===== config.mk =====
export PLATFORM = sky130hd
export DESIGN_NAME = fp_add_arbiter
export DESIGN_NICKNAME = d
export VERILOG_FILES = /design/src/rtl/fp_pkg.sv /design/src/rtl/fp_resp_fifo.sv /design/src/rtl/fp_add_arbiter.sv
export SDC_FILE = /design/constraint.sdc
export NUM_CORES = 1
export LEC_CHECK = 0
export CAP_MARGIN = 20
export CORE_MARGIN = 1
export CORE_UTILIZATION = 41
export DETAILED_ROUTE_END_ITERATION = 8
export HOLD_SLACK_MARGIN = 0.06
export PLACE_DENSITY = 0.71
export SLEW_MARGIN = 20
export SYNTH_ARGS = -nofsm -noshare
export SYNTH_HDL_FRONTEND = slang
export SYNTH_SLANG_ARGS = --single-unit

===== constraint.sdc =====
create_clock -name clk -period 2.7 [get_ports clk]
set_clock_uncertainty 0.1 [all_clocks]
set_input_delay 0.675 -clock clk [delete_from_list [all_inputs] [get_ports clk]]
set_output_delay 0.675 -clock clk [all_outputs]
set_load 0.01 [all_outputs]

===== src/rtl/fp_pkg.sv =====
// Shared types and defaults for the FP add arbiter slice.
package fp_pkg;

    localparam int unsigned FP_WIDTH    = 32;
    localparam int unsigned DEF_LATENCY = 4;
    localparam int unsigned DEF_DEPTH   = 4;

    typedef logic req_id_t;
    typedef logic [FP_WIDTH-1:0] fp_word_t;

    // One tracker stage: whether an issue happened and who issued it
    typedef struct packed {
        logic    valid;
        req_id_t id;
    } tag_t;

endpackage


===== src/rtl/fp_resp_fifo.sv =====
// First-word-fall-through result FIFO; head is zero while empty.
module fp_resp_fifo
    import fp_pkg::*;
#(
    parameter int unsigned DEPTH = DEF_DEPTH
) (
    input  logic     clk,
    input  logic     rst,
    input  logic     push,
    input  fp_word_t push_data,
    input  logic     pop,
    output logic     valid,
    output fp_word_t head,
    output logic     full
);

    localparam int unsigned AW = $clog2(DEPTH);
    localparam int unsigned CW = $clog2(DEPTH + 1);

    fp_word_t        mem [DEPTH];
    logic [AW-1:0]   wr_ptr;
    logic [AW-1:0]   rd_ptr;
    logic [CW-1:0]   count;
    logic            do_push;
    logic            do_pop;

    assign valid   = (count != '0);
    assign full    = (count == CW'(DEPTH));
    assign do_push = push && !full;
    assign do_pop  = pop && valid;
    assign head    = valid ? mem[rd_ptr] : '0;

    always_ff @(posedge clk or posedge rst) begin
        if (rst) begin
            wr_ptr <= '0;
            rd_ptr <= '0;
            count  <= '0;
        end else begin
            if (do_push) wr_ptr <= wr_ptr + 1'b1;
            if (do_pop)  rd_ptr <= rd_ptr + 1'b1;
            case ({do_push, do_pop})
                2'b10:   count <= count + 1'b1;
                2'b01:   count <= count - 1'b1;
                default: count <= count;
            endcase
        end
    end

    // Storage needs no reset: head is masked until an entry is written
    always_ff @(posedge clk) begin
        if (do_push) mem[wr_ptr] <= push_data;
    end

endmodule


===== src/rtl/fp_add_arbiter.sv =====
// Round-robin, credit-throttled sharing of one fixed-latency FP add pipeline
// between two requesters, with tag tracking and per-requester result FIFOs.
module fp_add_arbiter
    import fp_pkg::*;
#(
    parameter int unsigned LATENCY = DEF_LATENCY,
    parameter int unsigned DEPTH   = DEF_DEPTH
) (
    input  logic                clk,
    input  logic                rst,
    input  logic                in0_valid,
    input  logic [FP_WIDTH-1:0] in0_a,
    input  logic [FP_WIDTH-1:0] in0_b,
    output logic                in0_ready,
    input  logic                in1_valid,
    input  logic [FP_WIDTH-1:0] in1_a,
    input  logic [FP_WIDTH-1:0] in1_b,
    output logic                in1_ready,
    output logic                pipe_valid,
    output logic [FP_WIDTH-1:0] pipe_a,
    output logic [FP_WIDTH-1:0] pipe_b,
    input  logic                pipe_res_valid,
    input  logic [FP_WIDTH-1:0] pipe_res,
    output logic                out0_valid,
    output logic [FP_WIDTH-1:0] out0_data,
    input  logic                out0_ready,
    output logic                out1_valid,
    output logic [FP_WIDTH-1:0] out1_data,
    input  logic                out1_ready,
    output logic                busy,
    output logic                err
);

    localparam int unsigned CW = $clog2(DEPTH + 1);

    logic [CW-1:0] credit0;
    logic [CW-1:0] credit1;
    logic          ptr;
    logic          err_q;
    tag_t          trk [LATENCY];
    tag_t          trk_out;
    tag_t          issue_tag;
    logic          elig0, elig1;
    logic          grant0, grant1;
    logic          push0, push1;
    logic          pop0, pop1;
    logic          full0, full1;

    // Grant is suppressed during reset so no handshake leaks out
    assign elig0 = in0_valid && (credit0 != '0) && !rst;
    assign elig1 = in1_valid && (credit1 != '0) && !rst;

    always_comb begin
        grant0 = 1'b0;
        grant1 = 1'b0;
        if (elig0 && elig1) begin
            grant0 = !ptr;
            grant1 = ptr;
        end else begin
            grant0 = elig0;
            grant1 = elig1;
        end
    end

    assign in0_ready  = grant0;
    assign in1_ready  = grant1;
    assign pipe_valid = grant0 || grant1;
    assign pipe_a     = grant0 ? in0_a : (grant1 ? in1_a : '0);
    assign pipe_b     = grant0 ? in0_b : (grant1 ? in1_b : '0);

    always_comb begin
        issue_tag       = '0;
        issue_tag.valid = pipe_valid;
        issue_tag.id    = grant1;
    end

    // Tag shift register aligned with the pipeline's fixed latency
    always_ff @(posedge clk or posedge rst) begin
        if (rst) begin
            for (int unsigned i = 0; i < LATENCY; i++) trk[i] <= '0;
        end else begin
            trk[0] <= issue_tag;
            for (int unsigned i = 1; i < LATENCY; i++) trk[i] <= trk[i-1];
        end
    end

    assign trk_out = trk[LATENCY-1];
    // Untracked results are only flagged, never buffered
    assign push0   = pipe_res_valid && trk_out.valid && (trk_out.id == 1'b0);
    assign push1   = pipe_res_valid && trk_out.valid && (trk_out.id == 1'b1);
    assign pop0    = out0_valid && out0_ready;
    assign pop1    = out1_valid && out1_ready;

    always_ff @(posedge clk or posedge rst) begin
        if (rst) begin
            credit0 <= CW'(DEPTH);
            credit1 <= CW'(DEPTH);
            ptr     <= 1'b0;
            err_q   <= 1'b0;
        end else begin
            if (grant0 && !pop0 && credit0 != '0)                credit0 <= credit0 - 1'b1;
            else if (pop0 && !grant0 && credit0 != CW'(DEPTH))   credit0 <= credit0 + 1'b1;
            if (grant1 && !pop1 && credit1 != '0)                credit1 <= credit1 - 1'b1;
            else if (pop1 && !grant1 && credit1 != CW'(DEPTH))   credit1 <= credit1 + 1'b1;
            if (grant0)      ptr <= 1'b1;
            else if (grant1) ptr <= 1'b0;
            if ((pipe_res_valid != trk_out.valid) || (push0 && full0) || (push1 && full1))
                err_q <= 1'b1;
        end
    end

    assign busy = (credit0 != CW'(DEPTH)) || (credit1 != CW'(DEPTH));
    assign err  = err_q;

    fp_resp_fifo #(.DEPTH(DEPTH)) u_fifo0 (
        .clk       (clk),
        .rst       (rst),
        .push      (push0),
        .push_data (pipe_res),
        .pop       (pop0),
        .valid     (out0_valid),
        .head      (out0_data),
        .full      (full0)
    );

    fp_resp_fifo #(.DEPTH(DEPTH)) u_fifo1 (
        .clk       (clk),
        .rst       (rst),
        .push      (push1),
        .push_data (pipe_res),
        .pop       (pop1),
        .valid     (out1_valid),
        .head      (out1_data),
        .full      (full1)
    );

endmodule


# Yosys cells after proc, flatten, opt, wreduce, memory -nomap -nowiden
# Memory sizes are Yosys's and may differ from the RTL's.
# Cells that the tools add are included.
[op_classes] n_eq_ne=9 add_sub_neg=12 reduce_logical=45 bitwise_logic=1 n_mux=20
[ops] operator="32-bit 2-to-1 mux" n=6
[ops] operator="1-bit logical AND" n=24
[ops] operator="3-bit by 1-bit adder with 3-bit output (second input constant)" n=4
[ops] operator="3-bit 2-to-1 mux" n=4
[ops] operator="3-bit one-hot mux with 2 select lines" n=2
[ops] operator="3-bit nonzero test" n=4
[ops] operator="3-bit by 1-bit subtractor with 3-bit output (second input constant)" n=4
[ops] operator="2-bit nonzero test" n=5
[ops] operator="2-bit by 1-bit adder with 2-bit output (second input constant)" n=4
[ops] operator="1-bit logical NOT" n=8
[ops] operator="1-bit 2-to-1 mux" n=8
[ops] operator="3-bit == test (second input constant)" n=2
[ops] operator="3-bit inequality test (second input constant)" n=2
[ops] operator="2-bit by 1-bit == test with 1-bit output (second input constant)" n=2
[ops] operator="2-bit == test (second input constant)" n=2
[ops] operator="1-bit logical OR" n=4
[ops] operator="1-bit inequality test" n=1
[ops] operator="1-bit inverter" n=1
[word_totals] input_bits=167 reg_bits=30 wordCells=107 out_inout_bits=135 ramBits=256 n_memories=2
[mem_list] memory="u_fifo0.mem" words=4 width=32 rd=1 rd_clocked_by_memory_dff=0 wr=1 line_no="fp_resp_fifo.sv:20" text="fp_word_t mem [DEPTH];"
[mem_list] memory="u_fifo1.mem" words=4 width=32 rd=1 rd_clocked_by_memory_dff=0 wr=1 line_no="fp_resp_fifo.sv:20"

# Logic depth before layout (Yosys ltp)
# Gate-level depths: netlist (run 1).
[logic_depth] ltp_word=10 mapped_depth=11 depth_no_buf=10

# By module
# From an unflattened synthesis (run 1), not the netlist that was laid out.
[unflattened] hier_cells=629 hier_area_um2=12035.3
[by_module_without_submodules] mod="fp_resp_fifo" cells_each=242 area_per_inst_um2=5302.6 instances=2
[by_module_without_submodules] mod="fp_add_arbiter" cells_each=145 area_per_inst_um2=1430.1 instances=1

# Worst setup path before layout (run 1)
# OpenSTA, ideal clock, no wires.
[synth_path] path_kind="in2reg" startpoint="in rst" endpoint="reg credit1[2]" arrival_time_ns=2.517 path_stages=8 path_buffers=1 t_required_ns=2.525 setup_slack_ns=0.008 path_cell_list="nand2b_1 -> a211oi_4 -> buf_2 -> nand2_1 -> fa_1 -> or3_1 -> mux2i_1 -> xor2_1"
[synth_between] elab_chain_cells=8 word_cells_on_any_way=12
[synth_lines] item="start, declared" line_no="fp_add_arbiter.sv:10" text="input logic rst,"
[synth_lines] item="1-bit logical NOT (no line) (*)"
[synth_lines] item="1-bit logical AND (on tied branches)" line_no="fp_add_arbiter.sv:50, fp_add_arbiter.sv:51"
[synth_lines] item="1-bit logical AND" line_no="fp_add_arbiter.sv:56" text="if (elig0 && elig1) begin"
[synth_lines] item="1-bit 2-to-1 mux (*)" line_no="fp_add_arbiter.sv:56"
[synth_lines] item="named net in1_ready" line_no="fp_add_arbiter.sv:18" text="output logic in1_ready,"
[synth_lines] item="1-bit logical NOT" line_no="fp_add_arbiter.sv:104" text="else if (pop1 && !grant1 && credit1 != CW'(DEPTH)) credit1 <= credit1 + 1'b1;"
[synth_lines] item="1-bit logical AND (2 in series)" line_no="fp_add_arbiter.sv:104"
[synth_lines] item="2-bit nonzero test (no line)"
[synth_lines] item="end signal, assigned" line_no="fp_add_arbiter.sv:97" text="credit1 <= CW'(DEPTH);"
[synth_lines] item="end signal, assigned" line_no="fp_add_arbiter.sv:103" text="if (grant1 && !pop1 && credit1 != '0) credit1 <= credit1 - 1'b1;"
[synth_lines] item="end signal, assigned" line_no="fp_add_arbiter.sv:104"
[synth_lines] item="end, declared" line_no="fp_add_arbiter.sv:37" text="logic [CW-1:0] credit1;"
# Mark *: on every way through the listed nets, which the timed path passes. The rest lies on a longest branch.
# A chain may end at the register's enable or synchronous reset.

# Worst setup path in the final report (run 1)
[layout_path] startpoint="reg credit0[2]" endpoint="out pipe_b[26]"
[layout_between] elab_chain_cells=7 word_cells_on_any_way=8
[layout_lines] item="start, declared" line_no="fp_add_arbiter.sv:36" text="logic [CW-1:0] credit0;"
[layout_lines] item="start signal, assigned" line_no="fp_add_arbiter.sv:96" text="credit0 <= CW'(DEPTH);"
[layout_lines] item="start signal, assigned" line_no="fp_add_arbiter.sv:101" text="if (grant0 && !pop0 && credit0 != '0) credit0 <= credit0 - 1'b1;"
[layout_lines] item="start signal, assigned" line_no="fp_add_arbiter.sv:102" text="else if (pop0 && !grant0 && credit0 != CW'(DEPTH)) credit0 <= credit0 + 1'b1;"
[layout_lines] item="3-bit nonzero test (*)" line_no="fp_add_arbiter.sv:50" text="assign elig0 = in0_valid && (credit0 != '0) && !rst;"
[layout_lines] item="1-bit logical AND (*) (2 in series)" line_no="fp_add_arbiter.sv:50"
[layout_lines] item="1-bit logical AND" line_no="fp_add_arbiter.sv:56"
[layout_lines] item="1-bit 2-to-1 mux" line_no="fp_add_arbiter.sv:56"
[layout_lines] item="32-bit 2-to-1 mux" line_no="fp_add_arbiter.sv:69" text="assign pipe_b = grant0 ? in0_b : (grant1 ? in1_b : '0);"
[layout_lines] item="32-bit 2-to-1 mux (*)" line_no="fp_add_arbiter.sv:69"
[layout_lines] item="end, declared" line_no="fp_add_arbiter.sv:21" text="output logic [FP_WIDTH-1:0] pipe_b,"
# Mark *: on every way between the ends. The rest lies on a longest branch, timed or not.

==> metrics, run 1 <==
status=complete, but fails checks; failing checks=negative setup slack; Yosys reg bits=around 290; via-per-instance ratio=5.24; Startpoint Class=register; via count=7583; Hold Vio Cnt, Final=0; ANT nets after route=0; DRT iter0 DRCs=622; Setup Total Neg Slack=-30.82 ns; leakage power=7.10 nW; synthesized area=0.0119 mm^2; Final WS setup=-0.361 ns; largest net degree at the start of global routing=31; critical path endpoint category=output pin; chip height=172 um; Int Power=approximately 13 mW; Synth Instances=627; ys async rst share=0.105; fraction of layout instances using a drive strength above 1=0.435; Clock power frac=0.244; Initial DRT Pass Iterations=4; Root Driver=clkbuf_16; overall routed net length=about 35000 um; Synthesis Warnings=0; IO Count=302; Synth cell types=34; synth top area cells=edfxtp_1 65%, mux4_2 12%, dfrtp_1 5.9%, a22o_1 4.7%, nor2b_1 3.4%; remaining global-route overflow=0; post-synth top area share=0.649; IO buf count=301; MaxCap Viol Count=0; count leader, synth=edfxtp_1; Crit Path Category=register to output pin; first-pass GRT wire length=49500 um; initial antenna violation count=1; CTS tree=built; switching share of power=0.293; DRC Markers=0; chip width=172 um; min-delay worst type=register to register; Hold Slack=0.247 ns; clk_lat worst skew=0.55 ns; slowest stage delay, CP=between 0.4 and 0.5 ns; CP arrival=2.29 ns; RSZ-0062 raised after global routing=yes; Rows=61; clock sink count=286; die area=0.0296 mm^2; Worst-path clk slew=0.06 ns; WL/cell=24.5 um; Buf/Inv on CP=4; f_max=327 MHz; Pwr Density=1020 mW/mm^2; worst path cell trace=or3_4 -> a211oi_4 -> buf_6 -> buf_4 -> buf_16 -> a22o_1 -> buf_2; leading area contributor after synthesis=edfxtp_1; Comb pwr share=0.463; Layout area overhead=56.1%; R2R Setup Slk=-0.03 ns; # setup viols final=roughly 130; NumNets Final=1228; core area=0.0281 mm^2; total CTS buffers=29; vias in the first global route=7757; Routability Congestion=around 0.83; crit path max fanout=14; CP max stage cell=or3_4; synthesized net count=809; switching power=5.51 mW; post-layout min period=3.06 ns; Pins Over Slew Limit=0; CP delay by family, top=buffers and inverters; Tcrit/Tclk final=1.13; syn avg cell area=approximately 19 um^2; Place WS=-0.927 ns; commonest cells in the netlist=256 x edfxtp_1, 65 x nor2b_1, 64 x a22o_1, 64 x mux4_2, 28 x dfrtp_1; Peak supply drop=553 uV; HPWL Detailed=21900 um; H-tree depth=1; Post-synth top flop=edfxtp_1; post-synthesis sequential area ratio=0.712; Starting Density=0.422; sequential share of power=0.294; Rel. slew slack=0.426; gr usage total=0.233; CP required=1.92 ns; clock tree buffer depth=3; Post-synth EDFFs=~260; Worst-Margin Slew=0.854 ns
==> sequential cells by signal, indices dropped and copies added, names as in the netlist <==
signal / flops
credit0: 3
credit1: 3
err: 1
ptr: 1
trk: 8
u_fifo0.count: 3
u_fifo0.mem: 128
u_fifo0.rd_ptr: 2
u_fifo0.wr_ptr: 2
u_fifo1.count: 3
u_fifo1.mem: 128
u_fifo1.rd_ptr: 2
u_fifo1.wr_ptr: 2
==> per-stage QoR <==
| stage | instances | instance area, um^2 | power [mW] | util |
|---|---|---|---|---|
| final | 1448 | 18500 | 18.8 | 0.659 |
| after floorplan | 627 | 11900 | 8.69 | - |
| after global routing | 1448 | 18500 | 19.5 | 0.659 |
| after detailed placement | 1321 | 15800 | 12.0 | 0.564 |
| after global placement | 1321 | 15800 | 11.9 | 0.564 |
| after CTS | 1438 | 18000 | 17.9 | 0.642 |
==> final timing paths <==
check                                  startpoint                     end  cells past startpoint
max reg2reg                credit0[2]$_DFFE_PP1P_  credit0[2]$_DFFE_PP1P_                     10
min                              trk[7]$_DFF_PP0_        trk[5]$_DFF_PP0_                      0
min in group asynchronous                     rst  credit1[0]$_DFFE_PP0P_                      3
max in group asynchronous                     rst  credit0[2]$_DFFE_PP1P_                      3
max                        credit0[2]$_DFFE_PP1P_              pipe_b[26]                      7
min reg2reg                      trk[7]$_DFF_PP0_        trk[5]$_DFF_PP0_                      0
==> final cells by class <==
type,instances,area [um^2]
Fill cell,1901,9590
Sequential cell,286,8450
Timing Repair Buffer,426,4630
Multi-Input combinational cell,282,3760
Clock buffer,36,783
Tap cell,378,473
Clock inverter,18,328
Inverter,21,78.8
Antenna cell,1,2.50
==> worst register-to-register path, delay by kind of cell, from the launching register on <==
family	cells	cell delay, ns
and+or+nand+nor	3	0.57
DFF	1	0.53
buffers and inverters	3	0.41
adders and majority gates	1	0.37
AOI/OAI and AO/OA	1	0.34
xor gates and xnor gates	1	0.17
muxes	1	0.16
==> cells in the final DEF, fill, tap and decap left out, types with 5 or more instances in the layout <==
cell type,count
dfrtp_2,6
mux4_2,64
nor2_1,5
buf_8,9
clkdlybuf4s50_1,164
a22o_1,49
clkbuf_16,30
inv_1,21
a22o_4,15
buf_16,8
mux2i_1,8
nor2b_4,49
edfxtp_1,256
bufinv_16,9
buf_12,38
ha_1,11
xnor2_1,10
buf_2,51
buf_4,36
buf_6,114
clkbuf_1,5
clkinv_2,6
xor2_1,6
dfrtp_1,22
nand2_1,9
nor2b_1,15
and2_2,8
==> metal layers <==
metal / part of all wire / vias up / GRT usage / routed length (um)
met5: 0 / - / 0 / 0
met4: 0.014 / 0 / 0.0381 / 483
met3: 0.051 / 35 / 0.0277 / 1800
met2: 0.50 / 292 / 0.378 / 17600
met1: 0.44 / 3930 / 0.345 / 15500
li1: - / 3326 / - / -
==> what timing repair did <==
item                                    CTS  global route
pin swaps                                15            15
endpoints found under the setup margin  136           135
gates cloned                             12             0
hold buffers                              0             0
gates resized for setup                 723           102
setup buffers                            51            21
==> cell families after synthesis <==
family / count (synthesis) / share of synthesized area
flops: 286 / 0.712
simple gates: 105 / 0.0524
compound gates: 73 / 0.0535
mux: 73 / 0.129
buf+inv: 59 / 0.0223
xor+xnor: 16 / 0.0118
fa+ha+maj: 15 / 0.0184
==> power groups by stage <==
stage | clock network (mW) | registers [mW] | logic [mW]
floorplan | 0 | 5.48 | 3.21
global placement | 0 | 5.55 | 6.35
detailed placement | 0 | 5.57 | 6.39
CTS | 4.62 | 5.48 | 7.83
global route | 4.78 | 5.55 | 9.17
finish | 4.58 | 5.51 | 8.69
No activity file was read; power rests on OpenSTA's default activity.
==> inputs of run 2 (changes only) <==
- CORE_MARGIN: 1 -> default
==> results of run 2 <==
Same layout as run 1: the final DEF is identical, and so are final timing and power.
